===== src/rtl/pc_push_sequencer.sv =====
// Pushes a CALL/INT return frame (PC low, PC high, optional flags) to data memory,
// decrementing SP once per acknowledged word and stalling the front end meanwhile.
module pc_push_sequencer #(
    parameter int                ADDR_W  = 16,
    parameter logic [ADDR_W-1:0] SP_INIT = {ADDR_W{1'b1}}
) (
    input  logic              clk,
    input  logic              reset,
    input  logic              call_req,
    input  logic              int_req,
    input  logic [31:0]       ret_pc,
    input  logic [3:0]        flags_in,
    input  logic [ADDR_W-1:0] sp_in,
    input  logic              mem_ready,
    output logic              mem_we,
    output logic [ADDR_W-1:0] mem_addr,
    output logic [15:0]       mem_wdata,
    output logic              sp_wr_en,
    output logic [ADDR_W-1:0] sp_wr_data,
    output logic              stall,
    output logic              push_done,
    output logic              sp_wrap
);

    typedef enum logic [2:0] {
        IDLE    = 3'd0,
        PUSH_LO = 3'd1,
        PUSH_HI = 3'd2,
        PUSH_FL = 3'd3,
        DONE    = 3'd4
    } state_t;

    typedef struct packed {
        logic        is_int;
        logic [31:0] pc;
        logic [3:0]  flags;
    } frame_t;

    state_t            state, state_nxt;
    frame_t            frame;
    logic [ADDR_W-1:0] sp;
    logic [ADDR_W-1:0] sp_dec;
    logic              accept;
    logic              ack;

    assign sp_dec = sp - {{(ADDR_W-1){1'b0}}, 1'b1};
    assign accept = (state == IDLE) && (call_req || int_req);
    assign ack    = mem_we && mem_ready;

    always_ff @(posedge clk or posedge reset) begin
        if (reset) begin
            state   <= IDLE;
            frame   <= '0;
            sp      <= '0;
            sp_wrap <= 1'b0;
        end else begin
            state <= state_nxt;
            if (accept) begin
                // int_req wins a tie; flags only matter for the INT frame
                frame.is_int <= int_req;
                frame.pc     <= ret_pc;
                frame.flags  <= int_req ? flags_in : 4'h0;
                sp           <= sp_in;
            end else if (ack) begin
                sp <= sp_dec;
                if (sp == '0)
                    sp_wrap <= 1'b1;
            end
        end
    end

    always_comb begin
        state_nxt  = state;
        mem_we     = 1'b0;
        mem_addr   = '0;
        mem_wdata  = 16'h0000;
        sp_wr_en   = 1'b0;
        sp_wr_data = '0;
        stall      = 1'b1;
        push_done  = 1'b0;

        case (state)
            IDLE: begin
                // Stall already in the request cycle so the front end freezes on accept
                stall = (call_req || int_req) && !reset;
                if (accept)
                    state_nxt = PUSH_LO;
            end
            PUSH_LO: begin
                mem_we    = 1'b1;
                mem_addr  = sp;
                mem_wdata = frame.pc[15:0];
                if (mem_ready)
                    state_nxt = PUSH_HI;
            end
            PUSH_HI: begin
                mem_we    = 1'b1;
                mem_addr  = sp;
                mem_wdata = frame.pc[31:16];
                if (mem_ready)
                    state_nxt = frame.is_int ? PUSH_FL : DONE;
            end
            PUSH_FL: begin
                mem_we    = 1'b1;
                mem_addr  = sp;
                mem_wdata = {12'h000, frame.flags};
                if (mem_ready)
                    state_nxt = DONE;
            end
            DONE: begin
                push_done = 1'b1;
                state_nxt = IDLE;
            end
            default: begin
                stall     = 1'b0;
                state_nxt = IDLE;
            end
        endcase

        if (ack) begin
            sp_wr_en   = 1'b1;
            sp_wr_data = sp_dec;
        end
    end

endmodule


===== config.mk =====
export PLATFORM = sky130hd
export DESIGN_NAME = pc_push_sequencer
export DESIGN_NICKNAME = d
export VERILOG_FILES = /design/src/rtl/pc_push_sequencer.sv
export SDC_FILE = /design/constraint.sdc
export NUM_CORES = 1
export LEC_CHECK = 0
export ABC_AREA = 0
export CAP_MARGIN = 15
export CORE_AREA = 2 2 90 66
export DETAILED_ROUTE_END_ITERATION = 8
export DIE_AREA = 0 0 92 68
export DONT_BUFFER_PORTS = 1
export PLACE_DENSITY = 0.82
export SLEW_MARGIN = 20
export SYNTH_ARGS = -nofsm -noshare
export SYNTH_HDL_FRONTEND = slang
export SYNTH_SLANG_ARGS = --single-unit

===== constraint.sdc =====
create_clock -name clk -period 2.5 [get_ports clk]
set_input_delay 0.375 -clock clk [delete_from_list [all_inputs] [get_ports clk]]
set_output_delay 0.375 -clock clk [all_outputs]
set_load 0.005 [all_outputs]

# Yosys cells after proc, flatten, opt, wreduce, memory -nomap -nowiden
# Index checks and enable logic that the tools add are counted.
[op_classes]
n_addsub = 1
eq_ne = 8
mux = 16
n_bitwise = 1
n_reduce_logical = 12
[op_table]
columns = ["cell", "n"]
rows = [
  ["$mux W16", 4],
  ["$pmux W16 S3", 1],
  ["$logic_not A16 Y1", 1],
  ["$sub A16 B1 Y16 const B", 1],
  ["$mux W3", 5],
  ["$pmux W3 S4", 1],
  ["$ne A2 B2 Y1 const B", 4],
  ["$eq A3 B2 Y1 const B", 2],
  ["$mux W4", 1],
  ["$reduce_and A4 Y1", 1],
  ["$reduce_or A4 Y1", 1],
  ["$eq A3 B1 Y1 const B", 1],
  ["$eq A3 B3 Y1 const B", 1],
  ["$logic_and A1 B1 Y1", 3],
  ["$logic_not A3 Y1", 1],
  ["$mux W1", 3],
  ["$reduce_and A3 Y1", 1],
  ["$reduce_or A3 Y1", 1],
  ["$pmux W1 S2", 1],
  ["$reduce_bool A2 Y1", 1],
  ["$logic_not A1 Y1", 1],
  ["$logic_or A1 B1 Y1", 1],
  ["$not A1 Y1", 1],
]
[totals]
reg_bits = 57
in_bits = 57
word_cells = 44

# Depth between registers and ports, before layout
[depth]
word_depth = 6
ltp_mapped = 7
depth_no_buf = 6

# Worst setup path after synthesis
# Ideal clock, no wire load.
[synth_timing]
path_type = "register to output"
start = "reg sp[2]"
end = "out sp_wr_data[15]"
arrival_ns = 1.890
required_ns = 2.125
slack_ns = 0.235
path_stages_with_launch = 7
cell_sequence = "dfrtp_1 > buf_6 > or4_4 > buf_6 > nand4bb_4 > or4_4 > nand2_1"
[synth_via]
elab_chain_cells = 2
[synth_rtl]
columns = ["element", "line", "source"]
rows = [
  ["from (decl)", "41", "logic [ADDR_W-1:0] sp;"],
  ["from (signal assigned)", "63", "sp <= sp_in;"],
  ["from (signal assigned)", "65", "sp <= sp_dec;"],
  ["$sub A16 B1 Y16", "46", "assign sp_dec = sp - {{(ADDR_W-1){1'b0}}, 1'b1};"],
  ["$mux W16", "120", "if (ack) begin"],
  ["to (decl)", "19", "output logic [ADDR_W-1:0] sp_wr_data,"],
]
# Every way passes these cells.

# Worst setup path in the final report
[layout_timing]
start = "reg sp[1]"
end = "out sp_wr_data[15]"
# The elaborated chain is that of the path after synthesis.

==> reports/results.txt <==
vertical die dimension = 68 µm
remaining antenna violation count after routing = 0
highest fanout seen on the critical path = 4
IO Count = 110
number of clock sinks seen by CTS = 57
CTS Buffer Depth = 2
Endpoint, Worst Hold = state[0]
switching share of power = 44.2%
clock latency of the later-clocked register in the worst-skew pair = 0.33 ns
sequential element share of the synthesized area = 45.8%
net count of the mapped netlist = 429
combinational group share of total power = 49.0%
Yosys Warn Count = 0
CTS HTree Levels = 3
register share of total power = 36.3%
number of synthesized flops with an enable pin = 0
internal power summed over all cells = 0.00269 W
synth top area cells = sky130_fd_sc_hd__dfrtp_1 46%, sky130_fd_sc_hd__nand2_1 12%, sky130_fd_sc_hd__nor2_1 4.9%
buffers added on ports = 0
routability cong. = 0.952
initial cell density of the core = 57.0%
worst r2r src = sp[0]
instance count along the most critical hold path = 1
fraction of layout instances using a drive strength above 1 = 13.6%
via count normalized by instance count = 5.78
max-cap check violation count = 0
final critical-path share of the clock period = 99.3%
min-delay worst type = in2reg
final setup violation count = 0
n_diodes = 0
vias in the first global route = 2362
final setup skew = 0.00448 ns
cell at the root of the clock tree = sky130_fd_sc_hd__clkbuf_8
startpoint type of the worst setup path = flop
Std-Cell Rows = 23
initial antenna violation count = 0
wire length reported by the detailed router = 7600 µm
routed vias = 2609
detailed-routing iteration count for the pre-antenna-repair pass = 5
Setup Slack @ Placement = 0.209 ns
share of synthesized flip-flops with an asynchronous set or reset = 100%
distinct cell type count of the synthesized netlist = 43
status = completed
number of standard cells after synthesis = 371
Design Power = 0.00482 W
Final Slew Violations = 0
largest net degree at the start of global routing = 58
Final #Nets = 429
Chip Width = 92 µm
sw power = 0.00213 W
Slew headroom = 52.3%
Util after Layout = 62.7%
total overflow reported by the global router = 0
count of cells along the worst register-to-register path = 6
area added between synthesis and finish = 9.92%
worst voltage drop across the vdd grid = 0.643 mV
Avg Synthesized Cell Area = 8.40 µm²
endpoint arrival time on the critical path = 2.11 ns
Core Footprint = 0.00547 mm²
maximum frequency from static timing analysis = 403 MHz
TritonCTS Buffers = 9
most common flop cell mapped by yosys = sky130_fd_sc_hd__dfrtp_1
cell type with the largest total area after synthesis = sky130_fd_sc_hd__dfrtp_1
most frequent cells in the layout = 102 x sky130_fd_sc_hd__nand2_1, 56 x sky130_fd_sc_hd__dfrtp_1, 40 x sky130_fd_sc_hd__nor2_1, 20 x sky130_fd_sc_hd__a22oi_1, 16 x sky130_fd_sc_hd__buf_4
power per standard cell area = 1410 mW/mm²
first-pass GRT wire length = 11800 µm
start-to-end type of the worst setup path = reg2out
leakage power total = 1.59 nW
setup repair after global routing missed its margin = yes
number of endpoints with negative hold slack in the final report = 0
combined area of all synthesized cells = 0.00312 mm²
clock network power share = 14.7%
final critical-path setup slack = 0.0187 ns
clock-pin slew on the worst setup and hold paths = 0.06 ns
DR DRC count = 0
CTS Hold Buffers Added = 0
Crit path required time = 2.12 ns
most common library cell in the layout ignoring fill and taps = sky130_fd_sc_hd__nand2_1
reg-to-reg slack, setup = 0.45 ns
GRT Util Overall = 24.7%
final hold slack = 0.142 ns
Critical Path Sink Type = output pin
share of the synthesized area in the top cell type = 45.8%
hold path start = mem_ready
number of design-rule violations left by the first detailed-router iteration = 241
Final Critical Period = 2.48 ns
die area = 0.00626 mm²
post-detail-place hpwl = 5340 µm
actual transition at the worst max-transition pin = 0.715 ns
CTS tree = done
total of flip-flops plus latches after synthesis = 57
Reg-to-Reg End = sp[6]
WL/cell = 16.9 µm
-- registers in the layout, summed over array words and instances, names as in the netlist --
| signal | cells |
|---|---|
| frame | 37 |
| sp | 16 |
| state | 3 |
| sp_wrap | 1 |
-- layer usage --
metal  global-route usage (%)  part of all wire [%]  vias up
met5                        0                     0        -
met4                     7.28                   1.3        0
met3                     9.58                   7.7        9
met2                     37.6                    46      103
met1                     33.3                    45     1238
li1                         -                     -     1259
-- cell type report --
type,instances,area [µm²]
Clock buffer,10,128
Multi-Input combinational cell,280,1580
Fill cell,475,2040
Timing Repair Buffer,17,140
Tap cell,75,93.8
Inverter,6,22.5
Clock inverter,6,35.0
Sequential cell,57,1430
-- kinds of logic after synthesis --
| family | after synthesis | share of synthesized area [%] |
|---|---|---|
| and+or+nand+nor | 201 | 29.9 |
| AOI/OAI and AO/OA | 60 | 13.8 |
| DFF | 57 | 45.8 |
| buffers and inverters | 34 | 4.66 |
| xor gates and xnor gates | 13 | 3.65 |
| muxes | 5 | 1.77 |
| adders and majority gates | 1 | 0.401 |
-- power by group through the flow --
stage | combinational [W] | sequential [W] | clock [W]
3_5_place_dp | 0.00231 | 0.00174 | 0
4_1_cts | 0.00235 | 0.00173 | 0.000733
5_1_grt | 0.00265 | 0.00181 | 0.000772
6_report | 0.00236 | 0.00175 | 0.000710
2_1_floorplan | 0.00186 | 0.00162 | 0
3_3_place_gp | 0.00224 | 0.00171 | 0
-- synth_stat cells, types with 5 or more instances --
library cell,n
sky130_fd_sc_hd__and2_1,14
sky130_fd_sc_hd__clkbuf_1,21
sky130_fd_sc_hd__a22oi_1,20
sky130_fd_sc_hd__nand2_1,103
sky130_fd_sc_hd__nor2_1,41
sky130_fd_sc_hd__xnor2_1,9
sky130_fd_sc_hd__nor3_1,10
sky130_fd_sc_hd__a21oi_1,5
sky130_fd_sc_hd__inv_1,6
sky130_fd_sc_hd__o21ai_0,11
sky130_fd_sc_hd__nand3_1,5
sky130_fd_sc_hd__a221o_1,7
sky130_fd_sc_hd__dfrtp_1,57
-- per-stage QoR --
stage          cells  instance area (µm²)  setup TNS (ns)
5_1_grt          451                 3430         -0.0987
6_report         451                 3430               0
3_3_place_gp     433                 3220               0
3_5_place_dp     433                 3220               0
2_1_floorplan    371                 3120               0
4_1_cts          451                 3410               0
-- what timing repair did --
action,CTS,global route
gates resized for setup,3,3
hold endpoints to repair,0,0
pin swaps,2,0
setup buffers,2,0
endpoints found under the setup margin,1,4
-- how the worst max path moves through the flow --
stage	startpoint	to	slack [ns]	cells after the start
5_1_grt	sp[1]	sp_wr_data[15]	-0.05	4
3_5_place_dp	sp[0]	sp_wr_data[15]	0.21	4
6_report	sp[1]	sp_wr_data[15]	0.02	4
2_1_floorplan	sp[2]	sp_wr_data[15]	0.24	6
3_3_place_gp	sp[0]	sp_wr_data[15]	0.26	4
4_1_cts	sp[1]	sp_wr_data[15]	0.02	4
-- worst max-delay path: stages, from the launching register on --
cell,delay [ns]
sky130_fd_sc_hd__dfrtp_1,0.41
sky130_fd_sc_hd__or4_4,0.55
sky130_fd_sc_hd__nand4bb_4,0.22
sky130_fd_sc_hd__or4_4,0.51
sky130_fd_sc_hd__nand2_2,0.10
No activity file was read; power rests on OpenSTA's default activity.
